===== config.mk =====
export PLATFORM = sky130hd
export DESIGN_NAME = echo_ranger
export DESIGN_NICKNAME = d
export VERILOG_FILES = /design/src/rtl/ranger_pkg.sv /design/src/rtl/sync_2ff.sv /design/src/rtl/echo_ranger.sv
export SDC_FILE = /design/constraint.sdc
export NUM_CORES = 1
export LEC_CHECK = 0
export BUFFER_PORTS_ARGS = -buffer_cell sky130_fd_sc_hd__buf_2
export CELL_PAD_IN_SITES_DETAIL_PLACEMENT = 0
export CELL_PAD_IN_SITES_GLOBAL_PLACEMENT = 1
export CORE_ASPECT_RATIO = 1.75
export CORE_MARGIN = 2
export CORE_UTILIZATION = 44
export CTS_CLUSTER_DIAMETER = 60
export CTS_CLUSTER_SIZE = 20
export DETAILED_ROUTE_END_ITERATION = 7
export HOLD_SLACK_MARGIN = 0.03
export PLACE_DENSITY = 0.72
export REMOVE_ABC_BUFFERS = 1
export SLEW_MARGIN = 30
export SYNTH_ARGS = -nofsm -noshare
export SYNTH_HDL_FRONTEND = slang
export SYNTH_HIERARCHICAL = 1
export SYNTH_SLANG_ARGS = --single-unit

===== constraint.sdc =====
create_clock -name clk -period 3.45 [get_ports clk]
set_clock_uncertainty 0.2 [all_clocks]
set_input_delay 0.5175 -clock clk [delete_from_list [all_inputs] [get_ports clk]]
set_output_delay 0.5175 -clock clk [all_outputs]
set_load 0.05 [all_outputs]

===== src/rtl/ranger_pkg.sv =====
// Shared types and default timing constants for the echo ranger.
package ranger_pkg;

  localparam int DIST_W = 21;

  // Defaults assume a 50 MHz clk: 10 us trigger, 60 ms period, 30 ms timeout.
  localparam int DEF_TRIG_CYCLES    = 500;
  localparam int DEF_PERIOD_CYCLES  = 3_000_000;
  localparam int DEF_TIMEOUT_CYCLES = 1_500_000;

  typedef logic [DIST_W-1:0] dist_t;

  typedef enum logic [2:0] {
    IDLE,
    TRIG,
    WAIT_RISE,
    MEASURE,
    DONE
  } state_e;

endpackage


===== src/rtl/sync_2ff.sv =====
// Two-flop synchronizer for a single asynchronous input bit.
module sync_2ff (
  input  logic clk,
  input  logic rst,
  input  logic d,
  output logic q
);

  logic meta_q;
  logic sync_q;

  // Double register the raw input to settle metastability before use.
  always_ff @(posedge clk or posedge rst) begin
    if (rst) begin
      meta_q <= 1'b0;
      sync_q <= 1'b0;
    end else begin
      meta_q <= d;
      sync_q <= meta_q;
    end
  end

  assign q = sync_q;

endmodule


===== src/rtl/echo_ranger.sv =====
// Ultrasonic echo ranger: periodic trigger pulse, echo high-time measurement
// with timeout. Optional feature macro AVG4_EN: report the mean of the last
// four results (one extra cycle of latency on dist_valid).
module echo_ranger
  import ranger_pkg::*;
#(
  parameter int TRIG_CYCLES    = DEF_TRIG_CYCLES,
  parameter int PERIOD_CYCLES  = DEF_PERIOD_CYCLES,
  parameter int TIMEOUT_CYCLES = DEF_TIMEOUT_CYCLES
) (
  input  logic        clk,
  input  logic        rst,
  input  logic        echo,
  output logic        trig,
  output logic [20:0] distance_raw,
  output logic        dist_valid,
  output logic        timeout
);

  localparam int TCW = (TRIG_CYCLES > 1) ? $clog2(TRIG_CYCLES) : 1;
  localparam int PCW = (PERIOD_CYCLES > 1) ? $clog2(PERIOD_CYCLES) : 1;
  localparam int OCW = (TIMEOUT_CYCLES > 1) ? $clog2(TIMEOUT_CYCLES) : 1;

  localparam logic [TCW-1:0] T_LAST    = TCW'(TRIG_CYCLES - 1);
  localparam logic [PCW-1:0] P_LAST    = PCW'(PERIOD_CYCLES - 1);
  localparam logic [OCW-1:0] TO_LAST   = OCW'(TIMEOUT_CYCLES - 1);
  localparam dist_t          TO_RESULT = dist_t'(TIMEOUT_CYCLES);
  localparam dist_t          DIST_MAX  = '1;

  // Saturating increment for the echo counter; holds at all-ones.
  function automatic dist_t sat_inc(input dist_t v);
    return (v == DIST_MAX) ? v : v + dist_t'(1);
  endfunction

  logic echo_s;
  logic echo_rise;

  state_e         state_q,      state_d;
  logic [TCW-1:0] trig_cnt_q,   trig_cnt_d;
  logic [PCW-1:0] period_cnt_q, period_cnt_d;
  logic [OCW-1:0] to_cnt_q,     to_cnt_d;
  dist_t          echo_cnt_q,   echo_cnt_d;
  logic           echo_prev_q,  echo_prev_d;
  logic           start_pend_q, start_pend_d;
  logic           trig_q,       trig_d;
  dist_t          res_q,        res_d;
  logic           res_to_q,     res_to_d;
  logic           res_vld_q,    res_vld_d;

  sync_2ff u_sync (
    .clk (clk),
    .rst (rst),
    .d   (echo),
    .q   (echo_s)
  );

  // A start needs a fresh 0->1 on echo_s, so a line stuck high never qualifies.
  assign echo_rise = echo_s & ~echo_prev_q;

  // Next-state, counters and result capture for the measurement FSM.
  always_comb begin
    state_d      = state_q;
    trig_cnt_d   = trig_cnt_q;
    period_cnt_d = (period_cnt_q == P_LAST) ? period_cnt_q : period_cnt_q + PCW'(1);
    to_cnt_d     = to_cnt_q;
    echo_cnt_d   = echo_cnt_q;
    echo_prev_d  = echo_s;
    start_pend_d = start_pend_q;
    res_d        = res_q;
    res_to_d     = res_to_q;
    res_vld_d    = 1'b0;

    case (state_q)
      IDLE: begin
        if (start_pend_q || (period_cnt_q == P_LAST)) begin
          state_d      = TRIG;
          trig_cnt_d   = '0;
          period_cnt_d = '0;
          start_pend_d = 1'b0;
        end
      end
      TRIG: begin
        if (trig_cnt_q == T_LAST) begin
          state_d  = WAIT_RISE;
          to_cnt_d = '0;
        end else begin
          trig_cnt_d = trig_cnt_q + TCW'(1);
        end
      end
      WAIT_RISE: begin
        if (to_cnt_q == TO_LAST) begin
          state_d   = DONE;
          res_d     = TO_RESULT;
          res_to_d  = 1'b1;
          res_vld_d = 1'b1;
        end else begin
          to_cnt_d = to_cnt_q + OCW'(1);
          if (echo_rise) begin
            state_d    = MEASURE;
            echo_cnt_d = dist_t'(1);
          end
        end
      end
      MEASURE: begin
        // Timeout takes priority over a falling edge in the same cycle.
        if (to_cnt_q == TO_LAST) begin
          state_d   = DONE;
          res_d     = TO_RESULT;
          res_to_d  = 1'b1;
          res_vld_d = 1'b1;
        end else if (!echo_s) begin
          state_d   = DONE;
          res_d     = echo_cnt_q;
          res_to_d  = 1'b0;
          res_vld_d = 1'b1;
        end else begin
          to_cnt_d   = to_cnt_q + OCW'(1);
          echo_cnt_d = sat_inc(echo_cnt_q);
        end
      end
      DONE: begin
        state_d = IDLE;
      end
      default: begin
        state_d = IDLE;
      end
    endcase

    trig_d = (state_d == TRIG);
  end

  // State and counter registers; reset aborts any measurement and drops trig at once.
  always_ff @(posedge clk or posedge rst) begin
    if (rst) begin
      state_q      <= IDLE;
      trig_cnt_q   <= '0;
      period_cnt_q <= '0;
      to_cnt_q     <= '0;
      echo_cnt_q   <= '0;
      echo_prev_q  <= 1'b0;
      start_pend_q <= 1'b1;
      trig_q       <= 1'b0;
      res_q        <= '0;
      res_to_q     <= 1'b0;
      res_vld_q    <= 1'b0;
    end else begin
      state_q      <= state_d;
      trig_cnt_q   <= trig_cnt_d;
      period_cnt_q <= period_cnt_d;
      to_cnt_q     <= to_cnt_d;
      echo_cnt_q   <= echo_cnt_d;
      echo_prev_q  <= echo_prev_d;
      start_pend_q <= start_pend_d;
      trig_q       <= trig_d;
      res_q        <= res_d;
      res_to_q     <= res_to_d;
      res_vld_q    <= res_vld_d;
    end
  end

  assign trig = trig_q;

`ifdef AVG4_EN
  dist_t              hist0_q, hist0_d;
  dist_t              hist1_q, hist1_d;
  dist_t              hist2_q, hist2_d;
  dist_t              avg_q,   avg_d;
  logic               avg_to_q,  avg_to_d;
  logic               avg_vld_q, avg_vld_d;
  logic [DIST_W+1:0]  sum_c;

  // Fold each new result into a four-deep history and average it.
  always_comb begin
    sum_c     = (DIST_W+2)'(res_q) + (DIST_W+2)'(hist0_q)
              + (DIST_W+2)'(hist1_q) + (DIST_W+2)'(hist2_q);
    hist0_d   = hist0_q;
    hist1_d   = hist1_q;
    hist2_d   = hist2_q;
    avg_d     = avg_q;
    avg_to_d  = avg_to_q;
    avg_vld_d = res_vld_q;
    if (res_vld_q) begin
      hist2_d  = hist1_q;
      hist1_d  = hist0_q;
      hist0_d  = res_q;
      avg_d    = sum_c[DIST_W+1:2];
      avg_to_d = res_to_q;
    end
  end

  // History and averaged output registers.
  always_ff @(posedge clk or posedge rst) begin
    if (rst) begin
      hist0_q   <= '0;
      hist1_q   <= '0;
      hist2_q   <= '0;
      avg_q     <= '0;
      avg_to_q  <= 1'b0;
      avg_vld_q <= 1'b0;
    end else begin
      hist0_q   <= hist0_d;
      hist1_q   <= hist1_d;
      hist2_q   <= hist2_d;
      avg_q     <= avg_d;
      avg_to_q  <= avg_to_d;
      avg_vld_q <= avg_vld_d;
    end
  end

  assign distance_raw = avg_q;
  assign dist_valid   = avg_vld_q;
  assign timeout      = avg_to_q;
`else
  assign distance_raw = res_q;
  assign dist_valid   = res_vld_q;
  assign timeout      = res_to_q;
`endif

endmodule

==> impl_metrics.tcl <==
set metrics [dict create \
    io_buffers 26 \
    p_per_area_nw_per_um2 443 \
    fin_crit_ns 2.75 \
    r2r_end "echo_cnt_q[20]$_DFFE_PP0P_" \
    hold_path_class "input port to flip-flop" \
    ys_warn_count 6 \
    p_int_uw 2080 \
    synth-seq-cells 104 \
    dieArea_um2 12700 \
    crit_end "echo_cnt_q[20]$_DFFE_PP0P_" \
    hold_viol 0 \
    hpwl_um 8200 \
    yosys.area.top_type "dfrtp_1" \
    rsz0062_at_grt "false" \
    ys_seq_area_share_pct 50.1 \
    layout.cells.non_filler 677 \
    min_period_over_period_pct 79.7 \
    power.switching_uw 490 \
    slew_violations 0 \
    netlist_instances 517 \
    synth_edf_count 0 \
    io_pins 27 \
    critPathArrivalTime_ns 2.75 \
    sequentialPowerShare_pct 47.5 \
    nets 544 \
    wirelength_um 12100 \
    die_y_um 148 \
    fin_setup_tns_ns 0 \
    power_leakage_uw 0.00272 \
    grt_usage_pct 20.6 \
    die_w_um 86.1 \
    crit_buf_inv 2 \
    critPathLaunchType "flip-flop" \
    yosys.area.top_type_share_pct 49.6 \
    avgSynthCellArea_um2 10.0 \
    critPathLaunch "to_cnt_q[0]$_DFFE_PP0P_" \
    worstMarginPinSlew_ns 0.744 \
    rrSetupSlack_ns 0.70 \
    clk_pin_slew_ns 0.07 \
    drc 0 \
    wire_per_inst_um 17.9 \
    clkPwrFrac_pct 51.4 \
    start_util_pct 45.1 \
    post_cts_buffers 0 \
    clk_latency_ns 0.35 \
    cts_root_buf "clkbuf_16" \
    fillers 1095 \
    pwr-share-comb_pct 1.2 \
    grt_max_degree 55 \
    clk_path_buf_depth 2 \
    relSlewSlack_pct 50.1 \
    critPathKind "flip-flop to flip-flop" \
    p_sw_share_pct 19.0 \
    antenna_found_initial 0 \
    slowest_delay_ns 0.46 \
    detail-route-antenna-nets 0 \
    vias 4035 \
    endpoint_kind "flip-flop" \
    r2r_cells 8 \
    synthTopCellsByArea "dfrtp_1 (50%), xor2_1 (4.6%), nor2_1 (4.1%), nand3_1 (4.0%), o31ai_1 (2.7%)" \
    cts_tree "built" \
    cp_top_family "simple AND/OR/NAND/NOR gates" \
    drt_first_iter_violations 188 \
    areaGrowthSynthToFinish_pct 11.8 \
    crit_fanout 13 \
    ir_worst_vdd_uv 254 \
    grt_pass1_vias 4161 \
    numPlacedInstances 660 \
    grt_remaining_overflow 0 \
    row_count 52 \
    cp_slowest_cell "and4_1" \
    final_layout_size_suffix_gt1_share_pct 12.9 \
    setup_viol 0 \
    grt_pass1_wl_um 20700 \
    outcome "finished clean" \
    vias_per_cell 5.96 \
    syn_area_um2 5190 \
    async_flop_share_pct 100 \
    cp.depth 8 \
    maxCapViolations 0 \
    cts_sinks 104 \
    fmax_mhz 364 \
    cts_buffers 9 \
    ys_types 63 \
    dr.pass1.iters 4 \
    h-tree-depth 3 \
    coreArea_um2 11500 \
    critPathRequiredTime_ns 3.45 \
    r2r_start "to_cnt_q[0]$_DFFE_PP0P_" \
    antenna_cells 0 \
    synth_flop_cell "dfrtp_1" \
    crit_path_cell_trace "ha_1 -> and4_1 -> nand4_2 -> nor2_1 -> o21ai_1 -> buf_4 -> inv_1 -> o41ai_1" \
    routabilityCongestion 0.782 \
]
==> placed cells by master (no fill, tap or decap), types with 4 or more instances in the layout <==
cell type and n:
a21oi_1 6, a22o_1 13, a31oi_1 7, and2_1 9, and3_1 14, and4_1 6
buf_2 26, buf_4 7, bufinv_16 5, clkbuf_16 9, dfrtp_1 103, ha_1 4
inv_1 13, nand2_1 26, nand2b_1 4, nand3_1 41, nand4_1 22, nor2_1 57
nor2b_1 4, nor3_1 15, nor4_1 4, o21ai_0 21, o21ai_1 4, o22a_1 10
o31ai_1 19, o41ai_1 5, or3_1 6, xnor2_1 8, xor2_1 27
==> worst min-delay path by stage <==
stage / slack (ns) / end / start / cells after the start
after global placement: 0.14 / u_sync/q$_DFF_PP0_ / u_sync/meta_q$_DFF_PP0_ / 0
after detailed placement: 0.14 / u_sync/q$_DFF_PP0_ / u_sync/meta_q$_DFF_PP0_ / 0
after global routing: 0.09 / u_sync/meta_q$_DFF_PP0_ / echo / 1
after floorplan: 0.06 / u_sync/meta_q$_DFF_PP0_ / rst / 1
final: 0.1 / u_sync/meta_q$_DFF_PP0_ / echo / 1
after CTS: 0.09 / u_sync/meta_q$_DFF_PP0_ / echo / 1
==> Yosys cell counts, types with 2 or more instances <==
cell and count:
a211o_1 2, a211oi_1 2, a21o_1 2, a21oi_1 6, a22o_1 13, a31oi_1 7
a32o_1 2, and2_1 9, and3_1 14, and3_2 2, and4_1 6, buf_2 5
buf_6 3, clkbuf_1 14, clkbuf_8 2, dfrtp_1 103, ha_1 4, inv_1 14
nand2_1 26, nand2b_1 4, nand3_1 41, nand4_1 22, nand4_2 2, nor2_1 57
nor2b_1 4, nor3_1 15, nor4_1 4, nor4bb_1 3, o21ai_0 21, o21ai_1 4
o22a_1 10, o31ai_1 19, o41ai_1 5, or2_2 2, or3_1 6, or4b_2 2
xnor2_1 8, xor2_1 27
==> power groups by stage <==
stage	Sequential (uW)	Clock, uW	Combinational (uW)
CTS	1220	1350	32.7
finish	1220	1320	30.3
global route	1220	1400	36.7
floorplan	1250	0	18.4
detailed placement	1250	0	31.7
global placement	1250	0	31.0
==> flip-flops by register name, indices dropped and copies added (netlist names) <==
register       flops
timeout            1
u_sync/meta_q      1
period_cnt_q      22
echo_prev_q        1
to_cnt_q          21
distance_raw      21
echo_cnt_q        21
dist_valid         1
trig_cnt_q         9
trig               1
u_sync/q           1
state_q            3
start_pend_q       1
==> cells by family (layout without fill, tap and decap cells) <==
group | count (synthesis) | count (layout) | synth area share (%)
and+or+nand+nor | 233 | 233 | 24.7
DFF | 104 | 104 | 50.1
AOI/OAI and AO/OA | 100 | 100 | 14.0
buffers and inverters | 40 | 65 | 4.14
xor gates and xnor gates | 35 | 35 | 5.90
adders and majority gates | 4 | 4 | 0.964
muxes | 1 | 1 | 0.193
==> metal layers <==
metal | global-route usage (%) | share of wire (%)
met4 | 7.86 | 1.7
met5 | 0 | 0
met3 | 3.46 | 2.2
met2 | 36.0 | 52
met1 | 25.1 | 44
==> what timing repair did <==
item	in CTS	in global routing
gates resized for setup	0	0
hold endpoints to repair	2	0
hold buffers	1	0
==> cell type report <==
type                    count  area (um^2)  share of cell area, %
clock buffers               9          225                   3.88
clock inverters             7          166                   2.87
inverters                  14         55.1                  0.948
multi-input cells         373         2370                   40.9
flip-flops and latches    104         2600                   44.8
well taps                 135          169                   2.91
repair buffers             35          213                   3.66
==> stage by stage <==
stage	hold slack, ns	setup slack (ns)	power (uW)	utilization [%]	instance area, um^2
4_1_cts	0.0851	0.730	2600	50.4	5810
3_5_place_dp	0.138	0.749	1280	46.9	5400
2_1_floorplan	0.0587	0.0587	1260	-	5030
3_3_place_gp	0.136	0.846	1280	46.9	5400
6_report	0.0992	0.700	2570	50.4	5810
5_1_grt	0.0892	0.446	2660	50.4	5810
Note: power is estimated with default switching activity, not from simulation.
